## src/rtl/cpu_trace_buffer.sv

```systemverilog
// cpu_trace_buffer
//   Captures one commit record per retired instruction into a DEPTH-entry FIFO
//   and streams each record out as four 32-bit words over a valid/ready port:
//   pc, inst, {rf_we, 26'b0, waddr}, wdata (tr_last=1 on the final word).
//
// Parameters
//   DEPTH : number of records held in the FIFO (power of two, 4..64)
//   AW    : pointer width, must equal log2(DEPTH)
//
// Ports
//   clk              rising-edge clock
//   reset            synchronous, active-low reset
//   commit_*         retired-instruction record, captured when commit_valid=1
//   tr_valid/tr_ready/tr_data/tr_last   trace word stream
//   clr_overflow     clears overflow (a simultaneous drop wins)
//   overflow         sticky: at least one record was dropped
//   fifo_count       records stored, excluding the one being sent
//   drop_count       (only with `define TRACE_DROP_CNT_EN) saturating drop counter
module cpu_trace_buffer #(
    parameter int DEPTH = 16,
    parameter int AW    = 4
) (
    input  logic          clk,
    input  logic          reset,
    input  logic          commit_valid,
    input  logic [31:0]   commit_pc,
    input  logic [31:0]   commit_inst,
    input  logic          commit_rf_we,
    input  logic [4:0]    commit_rf_waddr,
    input  logic [31:0]   commit_rf_wdata,
    output logic          tr_valid,
    input  logic          tr_ready,
    output logic [31:0]   tr_data,
    output logic          tr_last,
    input  logic          clr_overflow,
    output logic          overflow,
`ifdef TRACE_DROP_CNT_EN
    output logic [15:0]   drop_count,
`endif
    output logic [AW:0]   fifo_count
);

    typedef struct packed {
        logic [31:0] inst;
        logic        we;
        logic [4:0]  waddr;
        logic [31:0] wdata;
    } payload_t;

    typedef struct packed {
        logic [31:0] pc;
        payload_t    body;
    } rec_t;

    typedef enum logic [2:0] {IDLE, W0, W1, W2, W3} state_t;

    localparam logic [AW:0] FULL_CNT = (AW+1)'(DEPTH);

    rec_t          mem [DEPTH];
    logic [AW-1:0] wr_ptr_q, rd_ptr_q;
    logic [AW:0]   count_q, count_d;
    logic          overflow_q;

    state_t        state_q;
    payload_t      rec_q;      // words 1..3 of the record being sent
    logic [31:0]   tr_data_q;
    logic          tr_valid_q, tr_last_q;

    rec_t          head;
    rec_t          in_rec;
    logic          full, empty, xfer, pop, push, drop;

    always_comb begin
        head   = mem[rd_ptr_q];
        in_rec = '{pc: commit_pc,
                   body: '{inst: commit_inst, we: commit_rf_we,
                           waddr: commit_rf_waddr, wdata: commit_rf_wdata}};
        full   = (count_q == FULL_CNT);
        empty  = (count_q == '0);
        xfer   = tr_valid_q && tr_ready;
        // The head is popped straight into the output register, either from
        // IDLE or on the last word's transfer so records run back-to-back.
        pop    = !empty && ((state_q == IDLE) || (state_q == W3 && xfer));
        // A full FIFO still accepts a push when the same cycle frees a slot.
        push   = commit_valid && (!full || pop);
        drop   = commit_valid && full && !pop;
        count_d = count_q;
        if (push && !pop)
            count_d = count_q + (AW+1)'(1);
        else if (pop && !push)
            count_d = count_q - (AW+1)'(1);
    end

    // Storage is not reset; writes are still blocked while reset is asserted.
    always_ff @(posedge clk) begin
        if (reset && push)
            mem[wr_ptr_q] <= in_rec;
    end

    always_ff @(posedge clk) begin
        if (!reset) begin
            wr_ptr_q   <= '0;
            rd_ptr_q   <= '0;
            count_q    <= '0;
            overflow_q <= 1'b0;
        end else begin
            if (push)
                wr_ptr_q <= wr_ptr_q + AW'(1);
            if (pop)
                rd_ptr_q <= rd_ptr_q + AW'(1);
            count_q <= count_d;
            if (drop)
                overflow_q <= 1'b1;
            else if (clr_overflow)
                overflow_q <= 1'b0;
        end
    end

    always_ff @(posedge clk) begin
        if (!reset) begin
            state_q    <= IDLE;
            tr_valid_q <= 1'b0;
            tr_data_q  <= '0;
            tr_last_q  <= 1'b0;
            rec_q      <= '0;
        end else begin
            case (state_q)
                IDLE: begin
                    if (pop) begin
                        state_q    <= W0;
                        tr_valid_q <= 1'b1;
                        tr_data_q  <= head.pc;
                        tr_last_q  <= 1'b0;
                        rec_q      <= head.body;
                    end
                end
                W0: begin
                    if (xfer) begin
                        state_q   <= W1;
                        tr_data_q <= rec_q.inst;
                    end
                end
                W1: begin
                    if (xfer) begin
                        state_q   <= W2;
                        tr_data_q <= {rec_q.we, 26'b0, rec_q.waddr};
                    end
                end
                W2: begin
                    if (xfer) begin
                        state_q   <= W3;
                        tr_data_q <= rec_q.wdata;
                        tr_last_q <= 1'b1;
                    end
                end
                W3: begin
                    if (xfer) begin
                        tr_last_q <= 1'b0;
                        if (pop) begin
                            state_q   <= W0;
                            tr_data_q <= head.pc;
                            rec_q     <= head.body;
                        end else begin
                            state_q    <= IDLE;
                            tr_valid_q <= 1'b0;
                            tr_data_q  <= '0;
                        end
                    end
                end
                default: begin
                    state_q    <= IDLE;
                    tr_valid_q <= 1'b0;
                    tr_data_q  <= '0;
                    tr_last_q  <= 1'b0;
                end
            endcase
        end
    end

`ifdef TRACE_DROP_CNT_EN
    logic [15:0] drop_count_q;

    // A drop in the same cycle as a clear restarts the count at 1.
    always_ff @(posedge clk) begin
        if (!reset)
            drop_count_q <= '0;
        else if (drop && clr_overflow)
            drop_count_q <= 16'd1;
        else if (drop) begin
            if (drop_count_q != '1)
                drop_count_q <= drop_count_q + 16'd1;
        end else if (clr_overflow)
            drop_count_q <= '0;
    end

    assign drop_count = drop_count_q;
`endif

    assign tr_valid   = tr_valid_q;
    assign tr_data    = tr_data_q;
    assign tr_last    = tr_last_q;
    assign overflow   = overflow_q;
    assign fifo_count = count_q;

endmodule

```

## config.mk

```make
export PLATFORM = sky130hd
export DESIGN_NAME = cpu_trace_buffer
export DESIGN_NICKNAME = d
export VERILOG_FILES = /design/src/rtl/cpu_trace_buffer.sv
export SDC_FILE = /design/constraint.sdc
export NUM_CORES = 2
export LEC_CHECK = 0
export BUFFER_PORTS_ARGS = -buffer_cell sky130_fd_sc_hd__clkbuf_2
export CELL_PAD_IN_SITES_DETAIL_PLACEMENT = 1
export CELL_PAD_IN_SITES_GLOBAL_PLACEMENT = 1
export CORE_MARGIN = 2
export CORE_UTILIZATION = 50
export DETAILED_ROUTE_END_ITERATION = 8
export PLACE_DENSITY_LB_ADDON = 0.1
export SETUP_SLACK_MARGIN = 0.05
export SKIP_LAST_GASP = 1
export SYNTH_ARGS = -nofsm -noshare
export SYNTH_HDL_FRONTEND = slang
export SYNTH_SLANG_ARGS = --single-unit
```

## constraint.sdc

```tcl
create_clock -name clk -period 10.3 [get_ports clk]
set_input_delay 2.06 -clock clk [delete_from_list [all_inputs] [get_ports clk]]
set_output_delay 2.06 -clock clk [all_outputs]
set_load 0.05 [all_outputs]
```

==> flow_metrics.env <==
export IMPL_status="complete, no violations"
export IMPL_async_flop_share=0
export IMPL_avgRoutedWirePerCell_microns=31.62
export IMPL_slew_violations=0
export IMPL_fin_crit_sh=0.4912
export IMPL_coreArea_sq_um=131800
export IMPL_cts_sinks=1757
export IMPL_cts_hold_buffers_added=0
export IMPL_postCtsSetupRepairBufs=0
export IMPL_grt_pass1_vias=35259
export IMPL_ir_worst_vdd_mv=0.1792
export IMPL_rows=133
export IMPL_yosys_area_share_simple=0.02837
export IMPL_worst_slew_margin_rel=0.1926
export IMPL_synth_compound_area_frac=0.03534
export IMPL_cp_max_fo=52
export IMPL_synthAdderAreaFrac=0.001992
export IMPL_clock_path_buffers=3
export IMPL_drt_iter0_drc=3123
export IMPL_muxShareOfSynthArea=0.1459
export IMPL_synthFlopType="edfxtp_1"
export IMPL_cts_resized=0
export IMPL_fin_tns_setup_ns=0
export IMPL_ant_nets=0
export IMPL_portBuffers=146
export IMPL_clock_latency_ns=0.81
export IMPL_syn_num_nets=3370
export IMPL_syn2layout_area_growth_pct=12.69
export IMPL_setup_viol=0
export IMPL_yosys_warnings=0
export IMPL_avgSynthCellArea_sq_um=20.47
export IMPL_synth_cells=3253
export IMPL_critical_path_class="in -> reg"
export IMPL_clk_pin_slew_ns=0.06
export IMPL_dieArea_sq_um=136100
export IMPL_fmax_mhz=197.7
export IMPL_startpoint="tr_ready"
export IMPL_dieHeight_microns=368.9
export IMPL_fin_cells=5354
export IMPL_period_needed_ns=5.059
export IMPL_cp_start_kind="input port"
export IMPL_start_util=0.5052
export IMPL_yosysSeqAreaShare=0.7735
export IMPL_setup_worst_path_end_class="flip-flop"
export IMPL_grt_max_degree=154
export IMPL_finalHoldViolCount=0
export IMPL_max_cap_violations=0
export IMPL_place_congestion=0.7581
export IMPL_htree_levels=4
export IMPL_numCtsBuffers=176
export IMPL_first_pass_iters=5
export IMPL_synth_top_family_by_area="multiplexers"
export IMPL_nets=3557
export IMPL_ios=147
export IMPL_drcViolationCount=0
export IMPL_drive_above_1_share=0.2509
export IMPL_antenna_found_initial=12
export IMPL_rr_startpoint="fifo_count[0]"
export IMPL_wl_microns=169300
export IMPL_ys_types=53
export IMPL_synth_xor_area_share=0.0009207
export IMPL_root_buffer="clkbuf_16"
export IMPL_dp_slack_ns=4.423
export IMPL_num_vias=32724
export IMPL_ys_ff_latch=1757
export IMPL_skew_ns=0.03040
export IMPL_critPathRequiredTime_ns=10.71
export IMPL_powerDensity_nw_per_um2=230.6
export IMPL_die_x_microns=368.9
export IMPL_fillers=11306
export IMPL_hold_class="reg -> reg"
export IMPL_cts_tree="built"
export IMPL_via_per_inst=6.112
export IMPL_p_leak_nw=24.19
export IMPL_hold_start="rec_q[1]"
export IMPL_worst_pin_slew_ns=1.208
export IMPL_reg2reg_slack_ns=5.86
export IMPL_place_inst=5017
export IMPL_rsz0062_at_grt="no"
export IMPL_cp_arrival_ns=5.47
export IMPL_grtUsageTotal=0.2542
export IMPL_grt_pass1_wl_microns=248000
export IMPL_synth_edf_count=1632
export IMPL_timing_final_ws_setup_ns=5.241
export IMPL_syn_area_sq_um=66590
export IMPL_grt_overflow_total=0
export IMPL_hpwlAfterDp_microns=90000
sequential cells by signal, summed over array words and instances (netlist names), named ones only:
register and count:
tr_data 32, rec_q 70, state_q 3, mem 1632, rd_ptr_q 4, tr_last 1
tr_valid 1, fifo_count 5, wr_ptr_q 4, overflow 1
worst paths after layout:
check / end / cells after the start
min reg2reg: rec_q[1] / 1
max: mem[0][46] / 7
min: rec_q[1] / 1
max reg2reg: mem[0][46] / 6
routing by layer:
metal,routed length (microns),part of all wire,GRT usage,vias to the layer above
li1,-,-,-,13668
met1,71450,0.42,0.3590,17764
met2,83230,0.49,0.4086,1052
met3,10450,0.062,0.04559,230
met4,4111,0.024,0.07559,10
met5,73,0.00043,0,-
cells in the final DEF, fill, tap and decap left out, types with 9 or more instances in the layout:
cell type / instances
clkinv_2: 35
bufinv_16: 10
a2111o_1: 26
clkbuf_1: 53
a21oi_1: 201
clkbuf_8: 20
clkinv_1: 22
nand3_1: 10
mux2i_1: 46
edfxtp_1: 1632
buf_12: 13
ha_1: 9
clkbuf_2: 146
nor2_4: 12
buf_4: 36
inv_1: 9
dfxtp_1: 120
clkbuf_16: 181
a211o_1: 71
nand2_1: 392
nor2_1: 41
mux4_2: 408
final cells by class:
cell class | count | area (sq um) | share of cell area
sequential | 1757 | 51530 | 0.6866
multi-input combinational | 1299 | 14280 | 0.1903
clock buffer | 254 | 5004 | 0.06668
tap | 1755 | 2196 | 0.02926
timing repair buffer | 195 | 1261 | 0.01681
clock inverter | 79 | 721.9 | 0.009621
inverter | 11 | 46.29 | 0.0006169
antenna | 4 | 10.01 | 0.0001334
synthesized netlist by cell type, types with 5 or more instances:
| cell type | n | area (sq um) |
|---|---|---|
| mux2_2 | 6 | 67.56 |
| inv_1 | 10 | 37.54 |
| nor2_1 | 53 | 198.9 |
| buf_2 | 63 | 315.3 |
| a2111o_1 | 26 | 292.8 |
| a21oi_1 | 201 | 1006 |
| nand2_1 | 392 | 1471 |
| mux2i_1 | 46 | 460.4 |
| xor2_1 | 5 | 43.79 |
| edfxtp_1 | 1632 | 49010 |
| a221o_1 | 5 | 50.05 |
| buf_6 | 12 | 135.1 |
| a22o_1 | 6 | 52.55 |
| ha_1 | 9 | 112.6 |
| mux4_2 | 408 | 9189 |
| buf_1 | 12 | 45.04 |
| dfxtp_1 | 125 | 2502 |
| o21ai_0 | 5 | 25.02 |
| clkbuf_1 | 96 | 360.4 |
| nand3_1 | 10 | 50.05 |
| nor3_1 | 6 | 30.03 |
| a211o_1 | 71 | 621.9 |
| o22ai_1 | 6 | 37.54 |
critical path, stage by stage:
cell and delay, ns:
clkbuf_2 0.11, a21bo_2 0.41, a211oi_1 0.23, or4_1 0.67, nor2_4 0.17, buf_4 0.80
buf_4 0.92
power breakdown:
part,total (W),internal (W),switching [W]
combinational,0.00256,0.000939,0.00162
clock,0.00633,0.00364,0.00270
sequential,0.00841,0.00806,0.000356
total,0.0173,0.0126,0.00468
metrics by stage:
stage	cell area [sq um]	util	total power [W]	hold slack, ns
finish	75040	0.5694	0.01731	0.4720
global route	75040	0.5694	0.01788	0.4792
CTS	75030	0.5693	0.01746	0.4689
detailed placement	69310	0.5259	0.01115	0.4550
global placement	69310	0.5259	0.01110	0.4386
floorplan	66590	-	0.01018	0.4296
logic make-up (layout without fill, tap and decap cells):
group           Yosys count  after routing
compound gates          342            342
xor+xnor                  7              7
fa+ha+maj                10             10
buf+inv                 197            539
flops                  1757           1757
mux                     460            460
other cells               0              4
simple gates            480            480
Power figures use the tool's default switching activity.
